--- config.mk ---
export PLATFORM = sky130hd
export DESIGN_NAME = pipeline_ctrl_flat
export DESIGN_NICKNAME = d
export VERILOG_FILES = /design/src/rtl/pipeline_ctrl_pkg.sv /design/src/rtl/pipeline_ctrl_if.sv /design/src/rtl/pipeline_ctrl_load_use_detect.sv /design/src/rtl/pipeline_ctrl.sv /design/src/flat_wrapper.sv
export SDC_FILE = /design/constraint.sdc
export NUM_CORES = 1
export LEC_CHECK = 0
export ABC_AREA = 1
export CORE_MARGIN = 2
export CORE_UTILIZATION = 50
export DETAILED_ROUTE_END_ITERATION = 10
export PLACE_DENSITY_LB_ADDON = 0.15
export SLEW_MARGIN = 20
export SYNTH_ARGS = -nofsm -noshare
export SYNTH_HDL_FRONTEND = slang
export SYNTH_SLANG_ARGS = --single-unit
--- constraint.sdc ---
create_clock -name clk -period 3 [get_ports clk]
set_input_delay 0.9 -clock clk [delete_from_list [all_inputs] [get_ports clk]]
set_output_delay 0.9 -clock clk [all_outputs]
set_load 0.05 [all_outputs]
--- src/rtl/pipeline_ctrl_pkg.sv ---
// pipeline_ctrl_pkg: shared types for the pipeline control sequencer.
// pc_sel_e selects the next fetch PC; ctrl_state_e is the sequencer state.
package pipeline_ctrl_pkg;
  typedef enum logic [1:0] {PC_4 = 2'd0, PC_BR = 2'd1, PC_EXC = 2'd2} pc_sel_e;
  typedef enum logic [1:0] {RUN, IMISS, DWAIT, FLUSH} ctrl_state_e;
endpackage

--- src/rtl/pipeline_ctrl_if.sv ---
// pipeline_ctrl_if: pipeline status inputs and stall/kill/PC-select controls.
// master drives the pipeline status and observes the controls; slave is the sequencer.
interface pipeline_ctrl_if #(parameter int CNT_W = 32);
  import pipeline_ctrl_pkg::*;
  logic dec_valid;
  logic [4:0] dec_rs1_addr, dec_rs2_addr;
  logic dec_rs1_used, dec_rs2_used;
  logic [4:0] exe_wb_addr;
  logic exe_rf_wen, exe_is_load, exe_br_taken;
  logic if_miss, imem_refill_done;
  logic dmem_req_valid, dmem_req_ready, dmem_resp_valid;
  logic exc_valid;
  logic dec_stall, cmiss_stall, dec_kill, pipeline_kill, if_kill;
  pc_sel_e pc_sel;
  logic [CNT_W-1:0] stall_count;
  modport master (
    output dec_valid, dec_rs1_addr, dec_rs2_addr, dec_rs1_used, dec_rs2_used,
    output exe_wb_addr, exe_rf_wen, exe_is_load, exe_br_taken,
    output if_miss, imem_refill_done, dmem_req_valid, dmem_req_ready, dmem_resp_valid, exc_valid,
    input dec_stall, cmiss_stall, dec_kill, pipeline_kill, if_kill, pc_sel, stall_count
  );
  modport slave (
    input dec_valid, dec_rs1_addr, dec_rs2_addr, dec_rs1_used, dec_rs2_used,
    input exe_wb_addr, exe_rf_wen, exe_is_load, exe_br_taken,
    input if_miss, imem_refill_done, dmem_req_valid, dmem_req_ready, dmem_resp_valid, exc_valid,
    output dec_stall, cmiss_stall, dec_kill, pipeline_kill, if_kill, pc_sel, stall_count
  );
endinterface

--- src/rtl/pipeline_ctrl_load_use_detect.sv ---
// load_use_detect: flags a decode source that needs the load result still in execute.
// Inputs: decode sources and use flags, execute destination/wen/load; output: hazard.
module load_use_detect (
  input  logic       dec_valid,
  input  logic [4:0] rs1_addr,
  input  logic [4:0] rs2_addr,
  input  logic       rs1_used,
  input  logic       rs2_used,
  input  logic [4:0] wb_addr,
  input  logic       rf_wen,
  input  logic       is_load,
  output logic       hazard
);
  assign hazard = dec_valid && is_load && rf_wen && wb_addr != 5'd0 &&
                  ((rs1_used && rs1_addr == wb_addr) || (rs2_used && rs2_addr == wb_addr));
endmodule

--- src/rtl/pipeline_ctrl.sv ---
// pipeline_ctrl: stall/kill/PC-select sequencer for the 5-stage core.
// Ports: clk, rst_n (sync, active-low), p (pipeline_ctrl_if.slave) carrying status in, controls and stall_count out.
module pipeline_ctrl
  import pipeline_ctrl_pkg::*;
#(
  parameter int FLUSH_CYCLES = 2,
  parameter int CNT_W = 32
) (
  input logic clk,
  input logic rst_n,
  pipeline_ctrl_if.slave p
);
  localparam int FW = $clog2(FLUSH_CYCLES + 1);
  ctrl_state_e state;
  logic req_acc;
  logic [FW-1:0] fcnt;
  logic [CNT_W-1:0] cnt;
  logic hazard, run, exc, dm, im, br, stall, cmiss, kill;
  load_use_detect u_lud (
    .dec_valid(p.dec_valid),
    .rs1_addr (p.dec_rs1_addr),
    .rs2_addr (p.dec_rs2_addr),
    .rs1_used (p.dec_rs1_used),
    .rs2_used (p.dec_rs2_used),
    .wb_addr  (p.exe_wb_addr),
    .rf_wen   (p.exe_rf_wen),
    .is_load  (p.exe_is_load),
    .hazard   (hazard)
  );
  // RUN-state priority chain; an immediate memory hit falls through to lower events.
  assign run   = state == RUN;
  assign exc   = run && p.exc_valid;
  assign dm    = run && !exc && p.dmem_req_valid && !(p.dmem_req_ready && p.dmem_resp_valid);
  assign im    = run && !exc && !dm && p.if_miss;
  assign br    = run && !exc && !dm && !im && p.exe_br_taken;
  assign stall = run && !exc && !dm && !im && !br && hazard;
  assign cmiss = dm || im || state == IMISS || state == DWAIT;
  assign kill  = exc || state == FLUSH;
  assign p.dec_stall     = stall;
  assign p.cmiss_stall   = cmiss;
  assign p.dec_kill      = br;
  assign p.pipeline_kill = kill;
  assign p.if_kill       = kill || br;
  assign p.pc_sel        = exc ? PC_EXC : br ? PC_BR : PC_4;
  assign p.stall_count   = cnt;
  always_ff @(posedge clk) begin
    if (!rst_n) begin
      state   <= RUN;
      req_acc <= 1'b0;
      fcnt    <= '0;
      cnt     <= '0;
    end else begin
      if ((stall || cmiss) && cnt != '1) cnt <= cnt + CNT_W'(1);
      case (state)
        RUN:
          if (exc) begin
            state <= FLUSH;
            fcnt  <= FW'(FLUSH_CYCLES - 1);
          end else if (dm) begin
            state   <= DWAIT;
            req_acc <= p.dmem_req_ready;
          end else if (im) state <= IMISS;
        IMISS: if (p.imem_refill_done) state <= RUN;
        DWAIT: begin
          req_acc <= req_acc || p.dmem_req_ready;
          if (p.dmem_resp_valid && (req_acc || p.dmem_req_ready)) state <= RUN;
        end
        FLUSH: if (fcnt == '0) state <= RUN; else fcnt <= fcnt - FW'(1);
        default: state <= RUN;
      endcase
    end
  end
endmodule

--- src/flat_wrapper.sv ---
// flat-port wrapper written by rule: the top's interface ports become plain ports
module pipeline_ctrl_flat import pipeline_ctrl_pkg::*;
#(
  parameter int FLUSH_CYCLES = 2,
  parameter int CNT_W = 32
)
  (clk, rst_n, p_dec_valid, p_dec_rs1_addr, p_dec_rs2_addr, p_dec_rs1_used, p_dec_rs2_used, p_exe_wb_addr, p_exe_rf_wen, p_exe_is_load, p_exe_br_taken, p_if_miss, p_imem_refill_done, p_dmem_req_valid, p_dmem_req_ready, p_dmem_resp_valid, p_exc_valid, p_dec_stall, p_cmiss_stall, p_dec_kill, p_pipeline_kill, p_if_kill, p_pc_sel, p_stall_count);
  pipeline_ctrl_if #(.CNT_W(CNT_W)) p_i ();
  input logic clk;
  input logic rst_n;
  input wire logic [$bits(p_i.dec_valid)-1:0] p_dec_valid;
  input wire logic [$bits(p_i.dec_rs1_addr)-1:0] p_dec_rs1_addr;
  input wire logic [$bits(p_i.dec_rs2_addr)-1:0] p_dec_rs2_addr;
  input wire logic [$bits(p_i.dec_rs1_used)-1:0] p_dec_rs1_used;
  input wire logic [$bits(p_i.dec_rs2_used)-1:0] p_dec_rs2_used;
  input wire logic [$bits(p_i.exe_wb_addr)-1:0] p_exe_wb_addr;
  input wire logic [$bits(p_i.exe_rf_wen)-1:0] p_exe_rf_wen;
  input wire logic [$bits(p_i.exe_is_load)-1:0] p_exe_is_load;
  input wire logic [$bits(p_i.exe_br_taken)-1:0] p_exe_br_taken;
  input wire logic [$bits(p_i.if_miss)-1:0] p_if_miss;
  input wire logic [$bits(p_i.imem_refill_done)-1:0] p_imem_refill_done;
  input wire logic [$bits(p_i.dmem_req_valid)-1:0] p_dmem_req_valid;
  input wire logic [$bits(p_i.dmem_req_ready)-1:0] p_dmem_req_ready;
  input wire logic [$bits(p_i.dmem_resp_valid)-1:0] p_dmem_resp_valid;
  input wire logic [$bits(p_i.exc_valid)-1:0] p_exc_valid;
  output wire logic [$bits(p_i.dec_stall)-1:0] p_dec_stall;
  output wire logic [$bits(p_i.cmiss_stall)-1:0] p_cmiss_stall;
  output wire logic [$bits(p_i.dec_kill)-1:0] p_dec_kill;
  output wire logic [$bits(p_i.pipeline_kill)-1:0] p_pipeline_kill;
  output wire logic [$bits(p_i.if_kill)-1:0] p_if_kill;
  output wire logic [$bits(p_i.pc_sel)-1:0] p_pc_sel;
  output wire logic [$bits(p_i.stall_count)-1:0] p_stall_count;
  assign p_i.dec_valid = p_dec_valid;
  assign p_i.dec_rs1_addr = p_dec_rs1_addr;
  assign p_i.dec_rs2_addr = p_dec_rs2_addr;
  assign p_i.dec_rs1_used = p_dec_rs1_used;
  assign p_i.dec_rs2_used = p_dec_rs2_used;
  assign p_i.exe_wb_addr = p_exe_wb_addr;
  assign p_i.exe_rf_wen = p_exe_rf_wen;
  assign p_i.exe_is_load = p_exe_is_load;
  assign p_i.exe_br_taken = p_exe_br_taken;
  assign p_i.if_miss = p_if_miss;
  assign p_i.imem_refill_done = p_imem_refill_done;
  assign p_i.dmem_req_valid = p_dmem_req_valid;
  assign p_i.dmem_req_ready = p_dmem_req_ready;
  assign p_i.dmem_resp_valid = p_dmem_resp_valid;
  assign p_i.exc_valid = p_exc_valid;
  assign p_dec_stall = p_i.dec_stall;
  assign p_cmiss_stall = p_i.cmiss_stall;
  assign p_dec_kill = p_i.dec_kill;
  assign p_pipeline_kill = p_i.pipeline_kill;
  assign p_if_kill = p_i.if_kill;
  assign p_pc_sel = p_i.pc_sel;
  assign p_stall_count = p_i.stall_count;
  pipeline_ctrl #(.FLUSH_CYCLES(FLUSH_CYCLES), .CNT_W(CNT_W)) u_core (.clk(clk), .rst_n(rst_n), .p(p_i));
endmodule
; ---- Word level (Yosys, flattened, before mapping)
; Index checks and enable logic that the tools add are counted.
[word_totals]
reg_bits = 37
in_bits = 29
output_inout_bits = 39
elab_cells = 75
[classes]
addsub = 2
eq_ne = 14
muxes = 15
n_reduce_logical = 40
[ops]
columns = op, count
row1 = adder 32 x 1 -> 32 bit (second input constant), 1
row2 = != test 32 bit (second input constant), 1
row3 = logical AND 1 bit, 19
row4 = two-way mux 2 bit, 9
row5 = != test 2 bit (second input constant), 7
row6 = == test 5 bit, 2
row7 = logical OR 1 bit, 8
row8 = one-hot mux 2 bit (4 select lines), 1
row9 = AND reduction 3 bit, 2
row10 = logical NOT 1 bit, 5
row11 = nonzero test 5 bit, 1
row12 = == test 2 bit (second input constant), 2
row13 = logical NOT 2 bit, 2
row14 = != test 4 bit (second input constant), 1
row15 = one-hot mux 2 bit (2 select lines), 1
row16 = AND reduction 4 bit, 1
row17 = nonzero test 2 bit, 2
row18 = two-way mux 1 bit, 3
row19 = == test 2 x 1 -> 1 bit (second input constant), 1
row20 = one-hot mux 1 bit (2 select lines), 1
row21 = subtractor 2 x 1 -> 2 bit (second input constant), 1

; ---- Logic depth before layout (Yosys ltp)
; Gate-level depths: netlist of run 1.
[logic_depth]
depth_word = 17
mapped_depth = 13
depth_no_buf = 12

; ---- Hierarchy
; Synthesis of run 1 repeated with hierarchy kept, for this count alone.
[hier_totals]
cells_unflattened = 504
area_unflattened_um2 = 2869.0
[by_module_without_submodules]
columns = mod, n_inst, cells_per_inst, area_per_inst_um2, seq_area_each_um2
row1 = pipeline_ctrl, 1, 449, 2650.0, 740.7
row2 = load_use_detect, 1, 55, 219.0, 0.0

; ---- Least setup slack after synthesis of run 1
; Ideal clock, no wire load.
[synth_timing]
path_kind = input port to output port
startpoint = input port p_dmem_req_ready
endpoint = output port p_if_kill
t_arrival_ns = 2.265
required_time_ns = 2.100
path_slack_ns = -0.165
cell_stages = 4
path_buffers = 0
path_cell_list = nand2_1 -> nand2_1 -> nand3_2 -> o21ai_0
[synth_via]
elab_chain_cells = 10
[synth_lines]
columns = element, line
row1 = start: declaration, flat_wrapper.sv:23  ; input wire logic [$bits(p_i.dmem_req_ready)-1:0] p_dmem_req_ready;
row2 = logical AND 1 bit *, pipeline_ctrl.sv:33  ; assign dm = run && !exc && p.dmem_req_valid && !(p.dmem_req_ready && p.dmem_resp_valid);
row3 = logical NOT 1 bit *, pipeline_ctrl.sv:33
row4 = logical AND 1 bit *, pipeline_ctrl.sv:33
row5 = logical NOT 1 bit *, "pipeline_ctrl.sv:34, pipeline_ctrl.sv:35"
row6 = logical AND 1 bit *, "pipeline_ctrl.sv:34, pipeline_ctrl.sv:35"
row7 = logical AND 1 bit, pipeline_ctrl.sv:34  ; assign im = run && !exc && !dm && p.if_miss;
row8 = logical NOT 1 bit, pipeline_ctrl.sv:35  ; assign br = run && !exc && !dm && !im && p.exe_br_taken;
row9 = logical AND 1 bit * (2 in a row), pipeline_ctrl.sv:35
row10 = logical OR 1 bit *, pipeline_ctrl.sv:43  ; assign p.if_kill = kill || br;
row11 = end: declaration, flat_wrapper.sv:30  ; output wire logic [$bits(p_i.if_kill)-1:0] p_if_kill;
; Mark *: on every way between the ends. The rest lies on a longest branch, timed or not.

; ---- Final worst setup path of run 1
[layout_timing]
startpoint = input port p_dec_rs2_addr[3]
endpoint = output port p_dec_stall
[layout_via]
elab_chain_cells = 5
[layout_lines]
columns = element, line
row1 = start: declaration, flat_wrapper.sv:13  ; input wire logic [$bits(p_i.dec_rs2_addr)-1:0] p_dec_rs2_addr;
row2 = == test 5 bit, pipeline_ctrl_load_use_detect.sv:15  ; ((rs1_used && rs1_addr == wb_addr) || (rs2_used && rs2_addr == wb_addr));
row3 = logical AND 1 bit, pipeline_ctrl_load_use_detect.sv:15
row4 = logical OR 1 bit, pipeline_ctrl_load_use_detect.sv:15
row5 = logical AND 1 bit, pipeline_ctrl_load_use_detect.sv:14  ; assign hazard = dec_valid && is_load && rf_wen && wb_addr != 5'd0 &&
row6 = logical AND 1 bit, pipeline_ctrl.sv:36  ; assign stall = run && !exc && !dm && !im && !br && hazard;
row7 = end: declaration, flat_wrapper.sv:26  ; output wire logic [$bits(p_i.dec_stall)-1:0] p_dec_stall;
; No other way between the ends.

==> flow_summary.rst, run 1 <==
.. list-table::
   :header-rows: 1

   * - Metric
     - Value
   * - Outcome
     - complete, no violations
   * - Number of vias in the routed layout
     - around 3,200
   * - Clock Power Share
     - 32.9%
   * - Standby leakage power
     - 0.00163 µW
   * - Library cell occupying the most area in the post-synthesis netlist
     - sky130_fd_sc_hd__dfxtp_1
   * - Layout cell share with drive strength beyond 1
     - roughly 13%
   * - Cell area power density
     - between 400 and 500 nW/µm²
   * - TritonCTS Buffers
     - 5
   * - IO Pins
     - 68
   * - Setup repair after global routing missed its margin
     - false
   * - Series of cell instances along the critical path
     - clkdlybuf4s50_1 > inv_1 > nand2_1 > nand2_1 > nor2_1 > nand3_1 > nand2_1 > nand2_2 > inv_2 > buf_12
   * - Clock skew
     - a little over 0.009 ns
   * - Hold Violations, Final
     - 0
   * - Number of placed instances, taps included
     - between 600 and 700
   * - Synthesis-to-finish area growth
     - 39.6%
   * - Tot GR Track Use
     - 26.8%
   * - Fraction of synthesis flops using an asynchronous set or reset pin
     - 0%
   * - Routed length per instance
     - 12.6 µm
   * - List of most frequent post-synthesis cells
     - sky130_fd_sc_hd__nand2_1, sky130_fd_sc_hd__nor2_1, sky130_fd_sc_hd__inv_1, sky130_fd_sc_hd__nand3_1, sky130_fd_sc_hd__dfxtp_1
   * - Achievable frequency
     - around 0.34 GHz
   * - Longest individual stage delay on the worst path
     - around 0.5 ns
   * - Yosys warnings
     - 0
   * - Post-route clock period utilization
     - between 90% and 100%
   * - ANT nets after route
     - 0
   * - Post-Layout Cell Count
     - just over 600
   * - Cell Area, Placed
     - 3580 µm²
   * - Wire length of the first global-routing pass
     - about 13,000 µm
   * - Clock Tree Buf Depth
     - 2
   * - Worst setup SP type
     - input port
   * - Chip Height
     - about 78 µm
   * - Worst hold path type
     - flop to flop
   * - Clock Latency Late Sink
     - 0.30 ns
   * - Area fraction of the dominant cell type after synthesis
     - around 27%
   * - P_int
     - 1080 µW
   * - Number of standard-cell rows in the floorplan
     - 27
   * - Dpl hpwl
     - 5780 µm
   * - Worst hold slack after final layout
     - between 0.4 and 0.5 ns
   * - Mapped cell area
     - roughly 2800 µm²
   * - WS Path Type
     - input port to output port
   * - Final Setup Violations
     - 0
   * - H-tree level count
     - 2
   * - Utilization after layout
     - slightly above 70%
   * - Maximum vdd ir drop
     - 0.231 mV
   * - Iteration count of the initial detailed-routing pass
     - 6
   * - Initial antenna violation count
     - 0
   * - CTS tree
     - built
   * - Max_slew headroom
     - about three fifths
   * - Max Transition Viols Final
     - 0
   * - Biggest area contributors in the synthesized netlist
     - sky130_fd_sc_hd__dfxtp_1, sky130_fd_sc_hd__nand2_1, sky130_fd_sc_hd__nor2_1
   * - IO buf count
     - 67
   * - Post-synthesis average cell area
     - 5.96 µm²
   * - Clock Sinks
     - 37
   * - Clock edge transition at the registers on the reported setup and hold paths
     - 0.09 ns
   * - Max-capacitance violation count
     - 0
   * - Highest fanout seen on the critical path
     - 2
   * - Number of DRC violations after detailed routing
     - 0
   * - Largest net degree at the start of global routing
     - 38
   * - Syn nets
     - roughly 500
   * - Count of flip-flops with a built-in enable after synthesis
     - 0
   * - Starting utilization of the core area
     - approximately half
   * - Die X
     - approximately 80 µm
   * - Sequential share of power
     - between 30% and 40%
   * - Via count of the first global-routing pass
     - between 2,000 and 3,000
   * - Switching power of the nets
     - approximately 550 µW
   * - Final design area excluding fillers
     - a little under 4000 µm²
   * - Most common cell in the netlist
     - sky130_fd_sc_hd__nand2_1
   * - Die outline area
     - between 6000 and 7000 µm²
   * - Combinational power share
     - between 30% and 40%
   * - Synth unique cells
     - 29
   * - Initial detailed-routing violation count
     - 190
   * - Hold_buf cts
     - 0
   * - Flip-flop and latch count after synthesis
     - 37
   * - Worst EP required
     - approximately 2.1 ns
   * - Cell at the slowest stage of the critical path
     - sky130_fd_sc_hd__clkdlybuf4s50_1
   * - Critical path buffer and inverter count
     - 4
   * - Core region area
     - roughly 5400 µm²
   * - GRT Residual Overflow
     - 0
   * - Root buffer selected by CTS
     - sky130_fd_sc_hd__clkbuf_8
   * - Critical path capture point type
     - output port
   * - Gate Count Post-Synth
     - between 400 and 500
   * - Cell type with the highest occurrence count on the critical path
     - sky130_fd_sc_hd__nand2_1
   * - Final WL
     - between 7000 and 8000 µm
   * - Dominant register cell in the synthesized netlist
     - sky130_fd_sc_hd__dfxtp_1
   * - Antenna Diode Count
     - 0
   * - Switching power share of the total
     - between 30 and 40%
   * - Transition at the pin with the smallest max-transition slack
     - around 0.59 ns
   * - Avg Vias per Cell
     - roughly 5
   * - Global placement routability congestion
     - slightly above 0.9
   * - Critical path data arrival time
     - ~2.0 ns
   * - Cell family contributing the most delay on the critical path
     - buffers and inverters
   * - Number of nets in the layout
     - roughly 580
   * - Time the worst path needs with I/O delays and setup
     - a little under 3 ns
   * - Sequential-to-total area share from yosys stat
     - about 27%
[routing by layer]
| layer | vias up | share of wire, % | track usage (%) |
|---|---|---|---|
| met5 | - | 0 | 0 |
| met4 | 0 | 0.53 | 5.44 |
| met3 | 5 | 4.5 | 4.60 |
| met2 | 84 | 48 | 46.1 |
| met1 | 1452 | 47 | 35.4 |
| li1 | 1636 | - | - |
[tightest hold or removal path, delay by kind of cell (launching register included)]
family,cells,cell delay (ns)
and+or+nand+nor,1,0.06
AOI/OAI and AO/OA,1,0.05
DFF,1,0.32
[placed cells by master, fill, tap and decap left out, types with 3 or more instances in the layout]
master / count
sky130_fd_sc_hd__xor2_1: 11
sky130_fd_sc_hd__nor3_1: 3
sky130_fd_sc_hd__clkbuf_8: 5
sky130_fd_sc_hd__nand2_1: 155
sky130_fd_sc_hd__clkdlybuf4s50_1: 46
sky130_fd_sc_hd__dlygate4sd2_1: 7
sky130_fd_sc_hd__dlymetal6s2s_1: 7
sky130_fd_sc_hd__nand2_2: 10
sky130_fd_sc_hd__nand3_1: 41
sky130_fd_sc_hd__nand4_1: 5
sky130_fd_sc_hd__nor2_2: 4
sky130_fd_sc_hd__inv_2: 5
sky130_fd_sc_hd__nand3b_1: 9
sky130_fd_sc_hd__dfxtp_1: 37
sky130_fd_sc_hd__buf_12: 7
sky130_fd_sc_hd__nor2_4: 4
sky130_fd_sc_hd__xnor2_1: 3
sky130_fd_sc_hd__a21oi_1: 35
sky130_fd_sc_hd__nor2_1: 67
sky130_fd_sc_hd__inv_1: 43
sky130_fd_sc_hd__buf_4: 25
[area by class of cell]
| type | count | area, µm² |
|---|---|---|
| clock buffer | 5 | 68.8 |
| tap | 72 | 90.1 |
| clock inverter | 3 | 68.8 |
| sequential | 37 | 741 |
| timing repair buffer | 93 | 948 |
| fill | 501 | 1550 |
| multi-input combinational | 365 | 1760 |
| inverter | 48 | 180 |
[flip-flops by register name, indices dropped and copies added, names as in the netlist]
signal / cells
u_core.p.stall_count: 32
u_core.fcnt: 2
u_core.state: 2
u_core.req_acc: 1
[power by group through the flow]
stage                     clock (µW)  combinational, µW  sequential (µW)
after detailed placement           0                511              539
after floorplan                    0                330              566
after global placement             0                507              540
after global routing             559                610              531
after CTS                        539                555              528
final                            536                567              529
[final timing paths]
path / slack (ns) / depth (start not counted) / start / to
setup / recovery: 0.07 / 10 / p_dec_rs2_addr[3] / p_dec_stall
hold reg to reg: 0.47 / 2 / u_core.fcnt[1]$_SDFFE_PN0P_ / u_core.fcnt[1]$_SDFFE_PN0P_
setup reg to reg: 0.77 / 15 / u_core.state[1]$_SDFFE_PN0P_ / u_core.p.stall_count[16]$_SDFFE_PN0P_
hold / removal: 0.47 / 2 / u_core.fcnt[1]$_SDFFE_PN0P_ / u_core.fcnt[1]$_SDFFE_PN0P_
[repair_timing]
item                                    CTS  global route
gates resized for setup                  11            10
endpoints found under the hold margin     0             0
setup buffers                            14             0
endpoints found under the setup margin    3             5
pin swaps                                 3             4
gates cloned                              0             0
[metrics by stage]
| stage | total power [µW] | setup WS, ns | setup TNS [ns] |
|---|---|---|---|
| finish | 1630 | 0.0743 | 0 |
| global route | 1700 | 0.00180 | 0 |
| CTS | 1620 | 0.0311 | 0 |
| detailed placement | 1050 | -0.0560 | -0.110 |
| global placement | 1050 | -0.0242 | -0.0263 |
| floorplan | 896 | 0.215 | 0 |
[logic make-up (layout without fill, tap and decap cells)]
group                      after synthesis  in the layout  share of synthesized area [%]
buffers and inverters                   61            149                           10.3
AOI/OAI and AO/OA                       41             41                           7.70
and+or+nand+nor                        308            308                           49.8
xor gates and xnor gates                14             14                           4.44
DFF                                     37             37                           26.8
adders and majority gates                2              2                          0.906
No activity file was read; power rests on OpenSTA's default activity.
==> run 2: changes to the inputs <==
CORE_ASPECT_RATIO = 1.2   (was not set)
GPL_TIMING_DRIVEN = 0   (was not set)
clock period = 2.96 ns   (was 3 ns; I/O delays follow)
==> run 2 against run 1 <==
Net effect:
- hold slack gained 0.0033 ns
- power shrank 6.1%
- critical path depth unchanged
==> flow_summary.rst, run 2 (synthesis results as in run 1) <==
.. list-table::
   :header-rows: 1

   * - Metric
     - Value
   * - Outcome
     - complete, no violations (unchanged)
   * - Starting utilization of the core area
     - 52.1% (was 51.1%)
   * - Via count of the first global-routing pass
     - 3,017 (was 2,918)
   * - Number of DRC violations after detailed routing
     - 0 (unchanged)
   * - IO Pins
     - 68 (unchanged)
   * - Most common cell after layout, fill and taps aside
     - sky130_fd_sc_hd__nand2_1 (unchanged)
   * - Combinational power share
     - 34.1% (was 34.7%)
   * - Dpl hpwl
     - 6060 µm (was 5780 µm)
   * - Routed met1 length
     - 3190 µm (was 3690 µm)
   * - Sum of negative setup slack
     - 0 ns (unchanged)
   * - Transition at the pin with the smallest max-transition slack
     - 0.594 ns (was 0.586 ns)
   * - Number of standard-cell rows in the floorplan
     - 29 (was 27)
   * - GRT Residual Overflow
     - 0 (unchanged)
   * - Cell area power density
     - 419 nW/µm² (was 423 nW/µm²)
   * - Max-capacitance violation count
     - 0 (unchanged)
   * - WS Path Type
     - input port to output port (unchanged)
   * - Routed length on met3
     - 424 µm (was 356 µm)
   * - P_int
     - 985 µW (was 1080 µW)
   * - Die outline area
     - 6140 µm² (was 6130 µm²)
   * - Utilization after layout
     - 69.1% (was 71.3%)
   * - IO buf count
     - 66 (was 67)
   * - Hold Violations, Final
     - 0 (unchanged)
   * - Worst hold path type
     - flop to flop (unchanged)
   * - Number of vias in the routed layout
     - 3,122 (was 3,177)
   * - Largest net degree at the start of global routing
     - 13 (was 38)
   * - Post-route clock period utilization
     - between 90 and 100%
   * - Chip Height
     - 85.4 µm (was 78.3 µm)
   * - Switching power of the nets
     - 548 µW (was 552 µW)
   * - Clock edge transition at the registers on the reported setup and hold paths
     - 0.08 ns (was 0.09 ns)
   * - Clock Latency Late Sink
     - 0.29 ns (was 0.30 ns)
   * - Maximum vdd ir drop
     - 0.436 mV (was 0.231 mV)
   * - Routed length per instance
     - 13.0 µm (was 12.6 µm)
   * - Tot GR Track Use
     - 27.1% (was 26.8%)
   * - Post-Layout Cell Count
     - 603 (was 623)
   * - Antenna Diode Count
     - 0 (unchanged)
   * - Clock Sinks
     - 37 (unchanged)
   * - Final WL
     - 7840 µm (was 7870 µm)
   * - Final Setup Violations
     - 0 (unchanged)
   * - Initial antenna violation count
     - 0 (unchanged)
   * - Achievable frequency
     - 0.348 GHz
   * - Worst setup SP type
     - input port (unchanged)
   * - Met2 Routed Length
     - 4030 µm (was 3790 µm)
   * - Initial detailed-routing violation count
     - 185 (was 190)
   * - Max_slew headroom
     - 60.4% (was 60.9%)
   * - Worst EP required
     - 2.07 ns (was 2.10 ns)
   * - Sequential share of power
     - 35.0% (was 32.4%)
   * - Worst hold slack after final layout
     - 0.470 ns (was 0.466 ns)
   * - Avg Vias per Cell
     - 5.18 (was 5.10)
   * - Clock Power Share
     - 30.9% (was 32.9%)
   * - Die X
     - 71.8 µm (was 78.3 µm)
   * - CTS tree
     - built (unchanged)
   * - Critical path capture point type
     - output port (unchanged)
   * - Root buffer selected by CTS
     - sky130_fd_sc_hd__clkbuf_8 (unchanged)
   * - Standby leakage power
     - 0.00155 µW (was 0.00163 µW)
   * - TritonCTS Buffers
     - 5 (unchanged)
   * - Wire length of the first global-routing pass
     - 13,400 µm (was 13,300 µm)
   * - Max FFs per register
     - 32 (unchanged)
   * - Critical path data arrival time
     - 1.99 ns (was 2.03 ns)
   * - Most frequent cells in the layout
     - sky130_fd_sc_hd__nand2_1, sky130_fd_sc_hd__nor2_1, sky130_fd_sc_hd__clkdlybuf4s50_1 (unchanged)
   * - ANT nets after route
     - 0 (unchanged)
   * - Core region area
     - 5300 µm² (was 5410 µm²)
   * - Iteration count of the initial detailed-routing pass
     - 4 (was 6)
   * - Number of nets in the layout
     - 571 (was 581)
   * - H-tree level count
     - 2 (unchanged)
   * - Clock Tree Buf Depth
     - 2 (unchanged)
   * - Hold_buf cts
     - 0 (unchanged)
   * - Layout cell share with drive strength beyond 1
     - 11.5% (was 13.4%)
   * - Slack of the worst reg-to-reg path
     - 0.94 ns (was 0.77 ns)
   * - Setup repair after global routing missed its margin
     - true (was false)
   * - Clock skew
     - 0.00511 ns (was 0.00919 ns)
   * - Global placement routability congestion
     - 0.951 (was 0.924)
   * - Max Transition Viols Final
     - 0 (unchanged)
   * - Top metal layer carrying routed signals
     - met4 (unchanged)
   * - Time the worst path needs with I/O delays and setup
     - 2.88 ns
   * - Highest fanout seen on the critical path
     - 2 (unchanged)
   * - Number of placed instances, taps included
     - 591 (was 601)
   * - Synthesis-to-finish area growth
     - 32.5% (was 39.6%)
   * - Switching power share of the total
     - 35.7% (was 33.8%)
## run 2: cell types whose count changed in the layout (fill, tap and decap cells not counted), moves of 2 or more
cell,previous run,this run
sky130_fd_sc_hd__buf_4,25,5
sky130_fd_sc_hd__buf_12,7,0
sky130_fd_sc_hd__buf_6,1,8
sky130_fd_sc_hd__buf_2,0,5
sky130_fd_sc_hd__clkbuf_1,0,5
sky130_fd_sc_hd__clkdlybuf4s50_1,46,44
## run 2: layout make-up
class / count / area [µm²]
sequential: 37 / 741
fill: 500 / 1640
multi-input combinational: 365 / 1750
clock buffer: 6 / 82.6
inverter: 48 / 180
tap: 62 / 77.6
timing repair buffer: 70 / 683
clock inverter: 2 / 37.5
buffer: 13 / 105
## run 2: power groups by stage
stage                     Combinational [µW]  Sequential, µW  Clock [µW]
after floorplan                          334             573           0
after CTS                                523             536         479
final                                    523             536         473
after detailed placement                 519             547           0
after global placement                   513             547           0
after global routing                     566             539         506
## run 2: final timing paths
check                                                          start                               endpoint  depth (start not counted)
worst max-delay path                               p_dec_rs2_addr[4]                            p_dec_stall                         10
worst min-delay path                     u_core.fcnt[1]$_SDFFE_PN0P_            u_core.fcnt[1]$_SDFFE_PN0P_                          2
worst max register to register  u_core.p.stall_count[0]$_SDFFE_PN0P_  u_core.p.stall_count[15]$_SDFFE_PN0P_                          9
worst min register to register           u_core.fcnt[1]$_SDFFE_PN0P_            u_core.fcnt[1]$_SDFFE_PN0P_                          2
## run 2: worst max-delay path: stages
cell and delay [ns]:
sky130_fd_sc_hd__clkdlybuf4s50_1 0.48, sky130_fd_sc_hd__inv_1 0.04, sky130_fd_sc_hd__nand2_1 0.05, sky130_fd_sc_hd__nand2_1 0.05, sky130_fd_sc_hd__nor2_1 0.09, sky130_fd_sc_hd__nand3_1 0.07
sky130_fd_sc_hd__nand2_1 0.07, sky130_fd_sc_hd__nand2_2 0.06, sky130_fd_sc_hd__inv_2 0.06, sky130_fd_sc_hd__buf_8 0.13
## run 2: what timing repair did
item,4_1_cts,5_1_grt
setup endpoints to repair,7,5
buffers inserted,2,2
resized for setup,50,12
cloned,0,0
pin swaps,3,6
## run 2: metal layers
layer / GRT usage, % / up-vias
li1: - / 1612
met1: 31.8 / 1406
met2: 46.9 / 90
met3: 4.63 / 14
met4: 13.6 / 0
met5: 0 / -
## run 2: metrics by stage
step           instance area, µm²  total power, µW  setup slack, ns
2_1_floorplan                2760              908            0.199
3_3_place_gp                 3500             1060           -0.691
3_5_place_dp                 3500             1070           -0.710
4_1_cts                      3610             1540          0.00512
5_1_grt                      3660             1610          0.00596
6_report                     3660             1530           0.0832
==> run 3: changes to the inputs <==
CORE_UTILIZATION = 23   (was 50)
==> run 3 against run 2 <==
Net effect:
- setup slack improved by 0.019 ns
- maximum frequency rose by 0.65%
- clock power rose by 34%
- count of clock-buffer cells in the layout rose by 1
- final area rose by 7.4%
- register-to-register slack barely moved
- clock skew rose by 0.0017 ns
- cell count rose by 18%
- critical path depth fell by 2
- sequential power barely moved
- highest routed layer unchanged
==> flow_summary.rst, run 3 (synthesis results as in run 1) <==
.. list-table::
   :header-rows: 1

   * - Metric
     - Value
   * - Outcome
     - complete, no violations (unchanged)
   * - Slack of the worst reg-to-reg path
     - 0.95 ns (was 0.94 ns)
   * - Iteration count of the initial detailed-routing pass
     - 4 (unchanged)
   * - Final WL
     - 8890 µm (was 7840 µm)
   * - Cell at the slowest stage of the critical path
     - sky130_fd_sc_hd__clkdlybuf4s50_1 (unchanged)
   * - TritonCTS Buffers
     - 5 (unchanged)
   * - Global placement routability congestion
     - 0.881 (was 0.951)
   * - Number of standard-cell rows in the floorplan
     - 43 (was 29)
   * - Clock Latency Late Sink
     - 0.29 ns (about the same)
   * - Post-Layout Cell Count
     - 710 (was 603)
   * - Post-route clock period utilization
     - 96.6% (was 97.2%)
   * - Series of cell instances along the critical path
     - clkdlybuf4s50_1 > nor2_1 > nor2_1 > nand3_1 > nand2_1 > nand2_2 > inv_2 > buf_8 (was clkdlybuf4s50_1 > inv_1 > nand2_1 > nand2_1 > nor2_1 > nand3_1 > nand2_1 > nand2_2 > inv_2 > buf_8)
   * - Final Setup Violations
     - 0 (unchanged)
   * - Most common cell after layout, fill and taps aside
     - sky130_fd_sc_hd__nand2_1 (unchanged)
   * - H-tree level count
     - 2 (unchanged)
   * - Layout cell share with drive strength beyond 1
     - 13.4% (was 11.5%)
   * - Max_slew headroom
     - 61.7% (was 60.4%)
   * - Initial antenna violation count
     - 0 (unchanged)
   * - WS Path Type
     - input port to output port (unchanged)
   * - Maximum vdd ir drop
     - 0.191 mV (was 0.436 mV)
   * - Cell type with the highest occurrence count on the critical path
     - sky130_fd_sc_hd__nor2_1 (was sky130_fd_sc_hd__nand2_1)
   * - Worst setup SP type
     - input port (unchanged)
   * - Hold_buf cts
     - 0 (unchanged)
   * - Largest net degree at the start of global routing
     - 12 (was 13)
   * - Most frequent cells in the layout
     - sky130_fd_sc_hd__nand2_1, sky130_fd_sc_hd__nor2_1, sky130_fd_sc_hd__inv_1, sky130_fd_sc_hd__nand3_1, sky130_fd_sc_hd__clkdlybuf4s50_1 (was sky130_fd_sc_hd__nand2_1, sky130_fd_sc_hd__nor2_1, sky130_fd_sc_hd__clkdlybuf4s50_1)
   * - Clock Sinks
     - 37 (unchanged)
   * - Tot GR Track Use
     - 14.2% (was 27.1%)
   * - Chip Height
     - 124 µm (was 85.4 µm)
   * - Startpoint of the lowest-slack register-to-register path
     - u_core.state[1]$_SDFFE_PN0P_ (was u_core.p.stall_count[0]$_SDFFE_PN0P_)
   * - Max FFs per register
     - 32 (unchanged)
   * - Transition at the pin with the smallest max-transition slack
     - 0.575 ns (was 0.594 ns)
   * - Hold wc startpoint
     - u_core.fcnt[1]$_SDFFE_PN0P_ (unchanged)
   * - CTS tree
     - built (unchanged)
   * - Utilization after layout
     - 33.8% (was 69.1%)
   * - Synthesis-to-finish area growth
     - 42.4% (was 32.5%)
   * - Core region area
     - 11,600 µm² (was 5300 µm²)
   * - Root buffer selected by CTS
     - sky130_fd_sc_hd__clkbuf_16 (was sky130_fd_sc_hd__clkbuf_8)
   * - Standby leakage power
     - 0.00165 µW (was 0.00155 µW)
   * - Antenna Diode Count
     - 0 (unchanged)
   * - Cell area power density
     - 441 nW/µm² (was 419 nW/µm²)
   * - Max-capacitance violation count
     - 0 (unchanged)
   * - Avg Vias per Cell
     - 4.36 (was 5.18)
   * - Die outline area
     - 12,900 µm² (was 6140 µm²)
   * - Wire length of the first global-routing pass
     - 14,500 µm (was 13,400 µm)
   * - Worst hold path type
     - flop to flop (unchanged)
   * - Reg-to-reg critical path endpoint
     - u_core.p.stall_count[21]$_SDFFE_PN0P_ (was u_core.p.stall_count[15]$_SDFFE_PN0P_)
   * - Die X
     - 104 µm (was 71.8 µm)
   * - Critical path data arrival time
     - 1.97 ns (was 1.99 ns)
   * - Routed length per instance
     - 12.5 µm (was 13.0 µm)
   * - Number of placed instances, taps included
     - 686 (was 591)
   * - Clock Tree Buf Depth
     - 2 (unchanged)
   * - Longest individual stage delay on the worst path
     - 0.49 ns (was 0.48 ns)
   * - Number of DRC violations after detailed routing
     - 0 (unchanged)
   * - Initial detailed-routing violation count
     - 128 (was 185)
   * - Number of nets in the layout
     - 583 (was 571)
   * - Clock edge transition at the registers on the reported setup and hold paths
     - 0.06 ns (was 0.08 ns)
   * - Critical path buffer and inverter count
     - 3 (was 4)
   * - R2R depth
     - 14 (was 9)
   * - Max Transition Viols Final
     - 0 (unchanged)
   * - IO Pins
     - 68 (unchanged)
   * - Setup repair after global routing missed its margin
     - false (was true)
   * - Fill cell instance count of the final layout
     - 1,321 (was 500)
   * - Hold Path Stages
     - 2 (unchanged)
   * - Time the worst path needs with I/O delays and setup
     - 2.86 ns (was 2.88 ns)
   * - Number of vias in the routed layout
     - 3,098 (was 3,122)
   * - Dpl hpwl
     - 7010 µm (was 6060 µm)
   * - Cell family contributing the most delay on the critical path
     - buffers and inverters (unchanged)
   * - Critical path capture point type
     - output port (unchanged)
   * - Worst EP required
     - 2.07 ns (about the same)
   * - Via count of the first global-routing pass
     - 2,971 (was 3,017)
   * - Highest fanout seen on the critical path
     - 2 (unchanged)
   * - Achievable frequency
     - 0.350 GHz (was 0.348 GHz)
   * - ANT nets after route
     - 0 (unchanged)
   * - GRT Residual Overflow
     - 0 (unchanged)
   * - IO buf count
     - 66 (unchanged)
   * - Hold Violations, Final
     - 0 (unchanged)
   * - Hold Path Sink
     - u_core.fcnt[1]$_SDFFE_PN0P_ (unchanged)
   * - Starting utilization of the core area
     - 23.8% (was 52.1%)
   * - Clock skew
     - 0.00685 ns (was 0.00511 ns)
## run 3: cell count changes in the layout (fill, tap and decap cells not counted), sizes merged
cell           previous run  this run
clkbuf                   11        13
buf                      19        30
dlymetal6s2s              8        11
clkinvlp                  1         0
clkdlybuf4s50            44        41
## run 3: metrics by stage
stage	setup slack (ns)	TNS [ns]	cell area (µm²)	hold slack (ns)	power, µW
5_1_grt	0.0251	0	3930	0.494	1830
4_1_cts	-0.00576	-0.00576	3890	0.472	1750
6_report	0.102	0	3930	0.464	1730
2_1_floorplan	0.199	0	2760	0.439	908
3_5_place_dp	-0.735	-4.15	3620	0.464	1080
3_3_place_gp	-0.720	-4.10	3620	0.450	1070
## run 3: worst max-delay path by stage
stage | from | end | cells past startpoint
after global routing | p_dec_rs1_addr[0] | p_dec_stall | 8
after CTS | p_dec_rs2_addr[1] | p_dec_stall | 10
after detailed placement | p_exe_wb_addr[4] | p_dec_stall | 10
final | p_dec_rs1_addr[0] | p_dec_stall | 8
after global placement | p_dmem_req_ready | p_dec_stall | 8
after floorplan | p_dmem_req_ready | p_if_kill | 4
## run 3: repair_timing
| item | in CTS | in global routing |
|---|---|---|
| buffers inserted | 16 | 0 |
| gates resized for setup | 51 | 16 |
| endpoints found under the setup margin | 7 | 7 |
| pin swaps | 5 | 10 |
| hold endpoints to repair | 0 | 0 |
## run 3: area by class of cell
type / count / area, µm² / share of cell area [%]
tap: 157 / 196 / 5.00
inverter: 48 / 180 / 4.58
multi-input combinational: 365 / 1750 / 44.6
clock inverter: 1 / 30.0 / 0.764
timing repair buffer: 82 / 783 / 19.9
buffer: 13 / 105 / 2.67
clock buffer: 7 / 143 / 3.63
sequential: 37 / 741 / 18.8
## run 3: report_power, final
| part | internal, µW | switching [µW] |
|---|---|---|
| logic | 220 | 342 |
| registers | 518 | 19.6 |
| clock network | 421 | 211 |
| total | 1160 | 573 |
## run 3: per-layer routing
metal	up-vias	GRT usage, %	wire (µm)	part of all wire, %
li1	1637	-	-	-
met1	1396	16.6	4000	45
met3	11	2.56	281	3.2
met4	0	4.81	144	1.6
met5	-	0	0	0
met2	54	26.2	4460	50
## run 3: worst reg2reg max path, delay by kind of cell (launching register included)
kind	cells	cell delay [ns]
flip-flops	1	0.36
buffers and inverters	6	0.76
AO/OA/AOI/OAI	2	0.22
AND/OR/NAND/NOR	6	0.59
